### src/rtl/sha256_pkg.sv
// Shared SHA-256 constants, helper functions and state typedefs.
// The SHA-224 IV is always present here; whether the core can select it
// depends on the SHA224_MODE_EN macro in sha256_stream_core.
package sha256_pkg;

  // Working variables / chaining value: index 7 = a/H0 ... index 0 = h/H7,
  // so the packed vector reads H0 in [255:224] without any reordering.
  typedef logic [7:0][31:0] state_t;

  // Message schedule window: index 15 = W[t] (oldest), index 0 = newest.
  typedef logic [15:0][31:0] sched_t;

  localparam state_t SHA256_IV = {
    32'h6a09e667, 32'hbb67ae85, 32'h3c6ef372, 32'ha54ff53a,
    32'h510e527f, 32'h9b05688c, 32'h1f83d9ab, 32'h5be0cd19
  };

  localparam state_t SHA224_IV = {
    32'hc1059ed8, 32'h367cd507, 32'h3070dd17, 32'hf70e5939,
    32'hffc00b31, 32'h68581511, 32'h64f98fa7, 32'hbefa4fa4
  };

  localparam logic [31:0] K [64] = '{
    32'h428a2f98, 32'h71374491, 32'hb5c0fbcf, 32'he9b5dba5,
    32'h3956c25b, 32'h59f111f1, 32'h923f82a4, 32'hab1c5ed5,
    32'hd807aa98, 32'h12835b01, 32'h243185be, 32'h550c7dc3,
    32'h72be5d74, 32'h80deb1fe, 32'h9bdc06a7, 32'hc19bf174,
    32'he49b69c1, 32'hefbe4786, 32'h0fc19dc6, 32'h240ca1cc,
    32'h2de92c6f, 32'h4a7484aa, 32'h5cb0a9dc, 32'h76f988da,
    32'h983e5152, 32'ha831c66d, 32'hb00327c8, 32'hbf597fc7,
    32'hc6e00bf3, 32'hd5a79147, 32'h06ca6351, 32'h14292967,
    32'h27b70a85, 32'h2e1b2138, 32'h4d2c6dfc, 32'h53380d13,
    32'h650a7354, 32'h766a0abb, 32'h81c2c92e, 32'h92722c85,
    32'ha2bfe8a1, 32'ha81a664b, 32'hc24b8b70, 32'hc76c51a3,
    32'hd192e819, 32'hd6990624, 32'hf40e3585, 32'h106aa070,
    32'h19a4c116, 32'h1e376c08, 32'h2748774c, 32'h34b0bcb5,
    32'h391c0cb3, 32'h4ed8aa4a, 32'h5b9cca4f, 32'h682e6ff3,
    32'h748f82ee, 32'h78a5636f, 32'h84c87814, 32'h8cc70208,
    32'h90befffa, 32'ha4506ceb, 32'hbef9a3f7, 32'hc67178f2
  };

  function automatic logic [31:0] rotr(input logic [31:0] x, input int n);
    return (x >> n) | (x << (32 - n));
  endfunction

  function automatic logic [31:0] bsig0(input logic [31:0] x);
    return rotr(x, 2) ^ rotr(x, 13) ^ rotr(x, 22);
  endfunction

  function automatic logic [31:0] bsig1(input logic [31:0] x);
    return rotr(x, 6) ^ rotr(x, 11) ^ rotr(x, 25);
  endfunction

  function automatic logic [31:0] ssig0(input logic [31:0] x);
    return rotr(x, 7) ^ rotr(x, 18) ^ (x >> 3);
  endfunction

  function automatic logic [31:0] ssig1(input logic [31:0] x);
    return rotr(x, 17) ^ rotr(x, 19) ^ (x >> 10);
  endfunction

  function automatic logic [31:0] ch(input logic [31:0] e, input logic [31:0] f,
                                     input logic [31:0] g);
    return (e & f) ^ (~e & g);
  endfunction

  function automatic logic [31:0] maj(input logic [31:0] a, input logic [31:0] b,
                                      input logic [31:0] c);
    return (a & b) ^ (a & c) ^ (b & c);
  endfunction

endpackage

### src/rtl/sha256_round.sv
// One combinational SHA-256 round plus one message-schedule step.
// Chained ROUNDS_PER_CLK times inside sha256_stream_core.
module sha256_round
  import sha256_pkg::*;
(
  input  state_t     st,
  input  sched_t     w,
  input  logic [5:0] idx,
  output state_t     st_next,
  output sched_t     w_next
);

  logic [31:0] t1;
  logic [31:0] t2;
  logic [31:0] w_new;

  // Compression round on a..h and expansion of W[t+16] into the window tail
  always_comb begin
    t1      = st[0] + bsig1(st[3]) + ch(st[3], st[2], st[1]) + K[idx] + w[15];
    t2      = bsig0(st[7]) + maj(st[7], st[6], st[5]);
    st_next = {t1 + t2, st[7], st[6], st[5], st[4] + t1, st[3], st[2], st[1]};
    w_new   = ssig1(w[1]) + w[6] + ssig0(w[14]) + w[15];
    w_next  = {w[14:0], w_new};
  end

endmodule

### src/rtl/sha256_stream_core.sv
// SHA-256 streaming core: 32-bit word stream in, 256-bit digest out.
// Optional macro SHA224_MODE_EN adds i_sha224 and SHA-224 output truncation.
//
// state  | meaning
// -------+-----------------------------------------------------------
// LOAD   | accept 16 words into the schedule, pick chaining value
// ROUND  | ROUNDS_PER_CLK rounds per cycle for ROUND_CYC cycles
// ADD    | fold working vars into the chain, capture digest if last
// OUT    | present digest until the consumer takes it
module sha256_stream_core
  import sha256_pkg::*;
#(
  parameter int ROUNDS_PER_CLK = 1
) (
  input  logic         i_clk,
  input  logic         i_rst_n,
  input  logic         i_clr,
  input  logic [31:0]  i_data,
  input  logic         i_valid,
  output logic         o_ready,
  input  logic         i_first,
  input  logic         i_last,
`ifdef SHA224_MODE_EN
  input  logic         i_sha224,
`endif
  output logic [255:0] o_digest,
  output logic         o_digest_valid,
  input  logic         i_digest_ready,
  output logic         o_busy,
  output logic         o_irq
);

  localparam int ROUND_CYC = 64 / ROUNDS_PER_CLK;
  localparam int RCW       = $clog2(ROUND_CYC);

  if (ROUNDS_PER_CLK != 1 && ROUNDS_PER_CLK != 2 && ROUNDS_PER_CLK != 4 &&
      ROUNDS_PER_CLK != 8 && ROUNDS_PER_CLK != 16) begin : g_bad_rpc
    $error("sha256_stream_core: ROUNDS_PER_CLK must be 1, 2, 4, 8 or 16");
  end

  typedef enum logic [1:0] {S_LOAD, S_ROUND, S_ADD, S_OUT} fsm_t;

  fsm_t           state_q, state_d;
  logic [3:0]     wcnt_q;
  logic [RCW-1:0] rcnt_q;
  sched_t         sched_q;
  state_t         vars_q, chain_q, digest_q, sum_c, iv_sel;
  logic           last_q, irq_q, run_q, accept, trunc;

  state_t st_c [ROUNDS_PER_CLK+1];
  sched_t w_c  [ROUNDS_PER_CLK+1];

  assign st_c[0] = vars_q;
  assign w_c[0]  = sched_q;

  for (genvar k = 0; k < ROUNDS_PER_CLK; k++) begin : g_rnd
    logic [5:0] idx;
    assign idx = 6'(32'(rcnt_q) * ROUNDS_PER_CLK + k);
    sha256_round u_round (
      .st      (st_c[k]),
      .w       (w_c[k]),
      .idx     (idx),
      .st_next (st_c[k+1]),
      .w_next  (w_c[k+1])
    );
  end

`ifdef SHA224_MODE_EN
  logic mode_q;
  assign iv_sel = i_sha224 ? SHA224_IV : SHA256_IV;
  assign trunc  = mode_q;

  // Hash mode is chosen on the first word of a message and held across its blocks
  always_ff @(posedge i_clk or negedge i_rst_n) begin
    if (!i_rst_n)                           mode_q <= 1'b0;
    else if (i_clr)                         mode_q <= 1'b0;
    else if (accept && wcnt_q == 4'd0 && i_first) mode_q <= i_sha224;
  end
`else
  assign iv_sel = SHA256_IV;
  assign trunc  = 1'b0;
`endif

  // A word moves only while loading; a soft clear wins over the handshake
  assign accept = i_valid && run_q && (state_q == S_LOAD) && !i_clr;

  // Per-word modular sum of chain and working variables
  always_comb begin
    for (int i = 0; i < 8; i++) sum_c[i] = chain_q[i] + vars_q[i];
  end

  // State register
  always_ff @(posedge i_clk or negedge i_rst_n) begin
    if (!i_rst_n) state_q <= S_LOAD;
    else          state_q <= state_d;
  end

  // Next-state and handshake outputs
  always_comb begin
    state_d        = state_q;
    o_ready        = 1'b0;
    o_busy         = 1'b0;
    o_digest_valid = 1'b0;
    unique case (state_q)
      S_LOAD: begin
        o_ready = run_q;
        if (accept && wcnt_q == 4'd15) state_d = S_ROUND;
      end
      S_ROUND: begin
        o_busy = 1'b1;
        if (rcnt_q == RCW'(ROUND_CYC - 1)) state_d = S_ADD;
      end
      S_ADD: begin
        o_busy  = 1'b1;
        state_d = last_q ? S_OUT : S_LOAD;
      end
      S_OUT: begin
        o_busy         = 1'b1;
        o_digest_valid = 1'b1;
        if (i_digest_ready) state_d = S_LOAD;
      end
      default: state_d = S_LOAD;
    endcase
    if (i_clr) state_d = S_LOAD;
  end

  // Datapath: schedule load, round iteration, chaining and digest capture
  always_ff @(posedge i_clk or negedge i_rst_n) begin
    if (!i_rst_n) begin
      run_q    <= 1'b0;
      wcnt_q   <= '0;
      rcnt_q   <= '0;
      sched_q  <= '0;
      vars_q   <= '0;
      chain_q  <= SHA256_IV;
      digest_q <= '0;
      last_q   <= 1'b0;
      irq_q    <= 1'b0;
    end else begin
      run_q <= 1'b1;
      irq_q <= (state_q == S_ADD) && last_q && !i_clr;
      if (i_clr) begin
        wcnt_q  <= '0;
        rcnt_q  <= '0;
        chain_q <= SHA256_IV;
        last_q  <= 1'b0;
      end else begin
        unique case (state_q)
          S_LOAD: if (accept) begin
            sched_q <= {sched_q[14:0], i_data};
            wcnt_q  <= wcnt_q + 4'd1;
            if (wcnt_q == 4'd0) begin
              if (i_first) begin
                chain_q <= iv_sel;
                vars_q  <= iv_sel;
              end else begin
                vars_q  <= chain_q;
              end
            end
            if (wcnt_q == 4'd15) last_q <= i_last;
          end
          S_ROUND: begin
            vars_q  <= st_c[ROUNDS_PER_CLK];
            sched_q <= w_c[ROUNDS_PER_CLK];
            rcnt_q  <= rcnt_q + RCW'(1);
          end
          S_ADD: begin
            chain_q <= sum_c;
            if (last_q) digest_q <= trunc ? {sum_c[7:1], 32'h0} : sum_c;
          end
          default: ;
        endcase
      end
    end
  end

  assign o_digest = digest_q;
  assign o_irq    = irq_q;

endmodule

### config.mk
export PLATFORM = sky130hd
export DESIGN_NAME = sha256_stream_core
export DESIGN_NICKNAME = d
export VERILOG_FILES = /design/src/rtl/sha256_pkg.sv /design/src/rtl/sha256_round.sv /design/src/rtl/sha256_stream_core.sv
export SDC_FILE = /design/constraint.sdc
export NUM_CORES = 2
export LEC_CHECK = 0
export CAP_MARGIN = 5
export CORE_ASPECT_RATIO = 1.75
export CORE_MARGIN = 1
export CORE_UTILIZATION = 34
export CTS_CLUSTER_DIAMETER = 30
export DETAILED_ROUTE_END_ITERATION = 6
export GPL_ROUTABILITY_DRIVEN = 0
export PLACE_DENSITY_LB_ADDON = 0.08
export SLEW_MARGIN = 0
export SYNTH_ARGS = -nofsm -noshare
export SYNTH_HDL_FRONTEND = slang
export SYNTH_HIERARCHICAL = 1
export SYNTH_SLANG_ARGS = --single-unit
### constraint.sdc
create_clock -name i_clk -period 25.2 [get_ports i_clk]
set_input_delay 5.04 -clock i_clk [delete_from_list [all_inputs] [get_ports i_clk]]
set_output_delay 5.04 -clock i_clk [all_outputs]
set_load 0.02 [all_outputs]
==> reports/results.md <==
• 0 — hold violation count in the final report
• 4 — maximum buffer depth of the clock tree
• no — unrepaired setup endpoints after global routing
• 8.41 sq um — synthesized area divided by synthesized cell count
• 0.0874 sq mm — post-synthesis cell area
• 33.2% — post-synth top area share
• 17.6 mW — Final Power
• register — Critical Path End Type
• register to register — type of the tightest min-delay check
• 9 — antenna violations before repair
• 0 — number of enable-type register cells in the synthesized netlist
• 0.0463 sq mm — multi-input combinational cell area
• 13300 um — DR WL met3
• 22.8% — clock network fraction of design power
• 8.26% — proportion of layout cells with a drive suffix above 1
• 0.0326 sq mm — register area
• sky130_fd_sc_hd__dfrtp_1, sky130_fd_sc_hd__nand2_1, sky130_fd_sc_hd__buf_4 — leading post-synthesis cells by cell area
• 0 — max-slew violation count
• 245 — placement row count
• 0.06 ns — post-CTS clock slew at the launch and capture registers of the worst setup and hold paths
• 10.5k — post-layout net count
• 11.0k — Mapped Nets
• 37.3% — share of the yosys chip area belonging to registers
• 385 um — Die X-Extent
• 5344 — number of DRC markers after the initial detailed-route iteration
• 5.36 — Via-to-Cell Ratio
• met4 — Top Metal Used
• 0 — Hold-fix buffers, CTS
• 179 mW/mm^2 — Power per Cell Area
• 0 — post-detailed-route count of antenna-violating nets
• 167000 um — wire length on met2
• 242000 um — dpl hpwl
• 6 — yosys synthesis warning count
• 23 — critical path fanouts, max
• 299 — I/O pin cnt
• 25.8k — fill cell count
• 25.3% — global router's overall resource usage
• sky130_fd_sc_hd__clkbuf_16 — cell at the root of the clock tree
• 0.0804 ns — worst-case clock skew
• 97 — count of cell types in the netlist
• 14.82 ns — worst setup slack after placement
• 11.27 ns — arrival time at the worst endpoint
• 0.255 sq mm — placeable core area
• 70.6k — number of global-route vias before repair
• 24.8 um — average wire per standard cell
• sky130_fd_sc_hd__dfrtp_1 — main flop type after synthesis
• 0.259 sq mm — Die Footprint
• 0 — Setup Viol. Count Final
• 5 — deepest level of the CTS H-tree
• 251 uV — peak ir drop on the vdd network
• 10.4k — post-synthesis cell count
• 49.1% — switching share of power
• built — CTS tree
• 297 — number of CTS-inserted buffers
• 236 — pin count of the biggest net entering global routing
• 61.4% — part of the power in combinational logic
• completed — outcome
• register — crit path launch type
• register to register — Worst Path Class, Setup
• 8.66 mW — power dissipated by switching net loads
• 332000 um — Detailed Route WL
• 15.8% — sequential share of power
• 94.4 MHz — Achievable Freq
• 11.3% — worst slew slack as a fraction of its limit
• 42.0% — final period utilization
• 0.0882 sq mm — instance area after placement
• 0 — number of design rule violations left after detail routing
• 1.29 ns — Worst Max-Slew Pin Slew
• 0 ns — setup total negative slack
• 0 — Resized cells post-CTS
• sky130_fd_sc_hd__dfrtp_1 — Slowest-stage cell, CP
• 1295 — flip-flop and latch count after synthesis
• 10.59 ns — clock period minus worst slack
• 7 — detailed-router iteration count before antenna repair
• 8.96 mW — internal power contribution
• 34.3% — starting density of the core
• 0.87 ns — insertion delay to the later sink of the worst-skew pair
• 129000 um — detailed-routing wirelength on met1
• 298 — IO buf count
• 71.9k — overall via count from detail_route
• 14.61 ns — post-route setup slack
• 1295 — Sink Count
• 100% — share of async-settable or async-resettable flops after synthesis
• 0 — final global-route overflow total
• 25.89 ns — required time worst endpoint
• 12.7% — P&R area growth vs syn
• 0 — Max-cap violations
• 0.0985 sq mm — final non-filler cell area
• sky130_fd_sc_hd__dfrtp_1 — area leader, netlist
• 673 um — die height
• 0.85 ns — Critical Path Max Stage Delay
• 43.4 nW — Static Leak
• 0 — Post-CTS Setup Repair Bufs
• 487000 um — wire length of the first global-routing pass
-- through the flow --
stage                     cells  utilization (%)  hold WS, ns
final                     13400             38.6        0.471
after global routing      13400             38.6        0.493
after CTS                 13400             38.6        0.479
after detailed placement  12900             34.6        0.465
after global placement    12900             34.6        0.463
after floorplan           10400                -        0.455
-- cell usage in the layout (no fill, tap or decap), types with 39 or more instances in the layout --
master and instances:
sky130_fd_sc_hd__xor2_1 245, sky130_fd_sc_hd__clkdlybuf4s50_1 295, sky130_fd_sc_hd__dfstp_2 136, sky130_fd_sc_hd__a21o_1 215
sky130_fd_sc_hd__clkinv_2 47, sky130_fd_sc_hd__clkbuf_1 40, sky130_fd_sc_hd__a31oi_1 579, sky130_fd_sc_hd__bufinv_16 39
sky130_fd_sc_hd__nor2_1 876, sky130_fd_sc_hd__fa_1 195, sky130_fd_sc_hd__a211oi_1 44, sky130_fd_sc_hd__ha_1 395
sky130_fd_sc_hd__nor3_1 68, sky130_fd_sc_hd__o21bai_1 39, sky130_fd_sc_hd__nor3b_1 126, sky130_fd_sc_hd__a21oi_1 607
sky130_fd_sc_hd__or3_1 152, sky130_fd_sc_hd__inv_1 361, sky130_fd_sc_hd__clkbuf_16 301, sky130_fd_sc_hd__xnor2_1 355
sky130_fd_sc_hd__nand2b_1 66, sky130_fd_sc_hd__nand3_1 69, sky130_fd_sc_hd__buf_4 90, sky130_fd_sc_hd__dfrtp_1 1155
sky130_fd_sc_hd__o21ai_0 940, sky130_fd_sc_hd__nand2_1 1889, sky130_fd_sc_hd__o21a_1 50
-- synthesized netlist by cell type (15+ instances only) --
cell	n
sky130_fd_sc_hd__o21ai_0	940
sky130_fd_sc_hd__buf_4	672
sky130_fd_sc_hd__mux2i_1	29
sky130_fd_sc_hd__a311oi_1	15
sky130_fd_sc_hd__clkbuf_1	524
sky130_fd_sc_hd__ha_1	395
sky130_fd_sc_hd__a21o_1	215
sky130_fd_sc_hd__buf_2	20
sky130_fd_sc_hd__nand2_1	1890
sky130_fd_sc_hd__fa_1	195
sky130_fd_sc_hd__and3_1	37
sky130_fd_sc_hd__or3_1	152
sky130_fd_sc_hd__a31oi_1	579
sky130_fd_sc_hd__o22ai_1	15
sky130_fd_sc_hd__xnor2_1	355
sky130_fd_sc_hd__o211ai_1	26
sky130_fd_sc_hd__inv_1	362
sky130_fd_sc_hd__o21bai_1	39
sky130_fd_sc_hd__nor3_1	70
sky130_fd_sc_hd__a22o_1	16
sky130_fd_sc_hd__o21ai_1	18
sky130_fd_sc_hd__nand4_1	35
sky130_fd_sc_hd__nor2_1	878
sky130_fd_sc_hd__dfrtp_1	1159
sky130_fd_sc_hd__and2_1	16
sky130_fd_sc_hd__nor3b_1	126
sky130_fd_sc_hd__nor2b_1	39
sky130_fd_sc_hd__a21oi_1	607
sky130_fd_sc_hd__mux2_2	26
sky130_fd_sc_hd__nand2b_1	69
sky130_fd_sc_hd__buf_1	40
sky130_fd_sc_hd__nand3_1	69
sky130_fd_sc_hd__o21a_1	50
sky130_fd_sc_hd__maj3_1	21
sky130_fd_sc_hd__dfstp_2	136
sky130_fd_sc_hd__xor2_1	245
sky130_fd_sc_hd__a211oi_1	44
sky130_fd_sc_hd__a22oi_1	15
sky130_fd_sc_hd__o31ai_1	17
-- worst max-delay path: cells and delay by family, from the launching register on --
family / cells / cell delay, ns
flip-flops: 1 / 0.85
buffers and inverters: 4 / 0.86
multiplexers: 2 / 0.70
AND/OR/NAND/NOR: 7 / 1.75
adder cells (fa/ha/maj): 8 / 3.65
AO/OA/AOI/OAI: 13 / 2.57
-- power groups by stage --
stage               clock, mW  sequential [mW]  combinational (mW)
finish                   4.02             2.78                10.8
global placement            0             2.80                10.6
global route             4.20             2.81                11.6
detailed placement          0             2.81                10.7
CTS                      4.11             2.78                10.7
floorplan                   0             2.59                7.39
-- area by class of cell --
| class | count | share of cell area, % |
|---|---|---|
| Timing Repair Buffer | 395 | 3.87 |
| Clock inverter | 169 | 2.25 |
| Antenna cell | 5 | 0.0127 |
| Multi-Input combinational cell | 7473 | 47.0 |
| Tap cell | 3334 | 4.23 |
| Clock buffer | 371 | 8.22 |
| Sequential cell | 1295 | 33.1 |
| Inverter | 363 | 1.38 |
-- flip-flops by register name, indices dropped and copies added (netlist names), 2 cells and up --
register  flops
rcnt_q        6
wcnt_q        4
st_c        256
state_q       2
chain_q     256
sched_q     512
o_digest    256
-- layer usage --
layer | GRT usage, % | vias up
li1 | - | 33800
met1 | 29.1 | 35300
met2 | 44.3 | 2096
met3 | 3.04 | 676
met4 | 15.4 | 0
met5 | 0 | -
-- path summary, 6_finish.rpt --
path,slack (ns),endpoint,startpoint,cells after the start
worst max-delay path,14.61,st_c[505]$_DFFE_PN0P_,rcnt_q[1]$_DFFE_PN0P_,34
worst min-delay path,0.47,o_digest[141]$_DFFE_PN0P_,o_digest[141]$_DFFE_PN0P_,2
worst max register to register,14.61,st_c[505]$_DFFE_PN0P_,rcnt_q[1]$_DFFE_PN0P_,34
worst min register to register,0.47,o_digest[141]$_DFFE_PN0P_,o_digest[141]$_DFFE_PN0P_,2
max in group asynchronous,17.88,st_c[372]$_DFFE_PN0P_,i_rst_n,4
min in group asynchronous,4.19,sched_q[324]$_DFFE_PN0P_,i_rst_n,1
-- kinds of logic (layout without fill, tap and decap cells) --
group / Yosys count / in the layout / share of synthesized area, %
compound gates: 2762 / 2762 / 18.9
simple gates: 3437 / 3437 / 16.8
xor+xnor: 601 / 601 / 6.04
fa+ha+maj: 611 / 611 / 10.4
buf+inv: 1620 / 1298 / 9.88
other cells: 1 / 6 / 0.00429
flops: 1295 / 1295 / 37.3
mux: 61 / 61 / 0.822
Power figures use the tool's default switching activity.
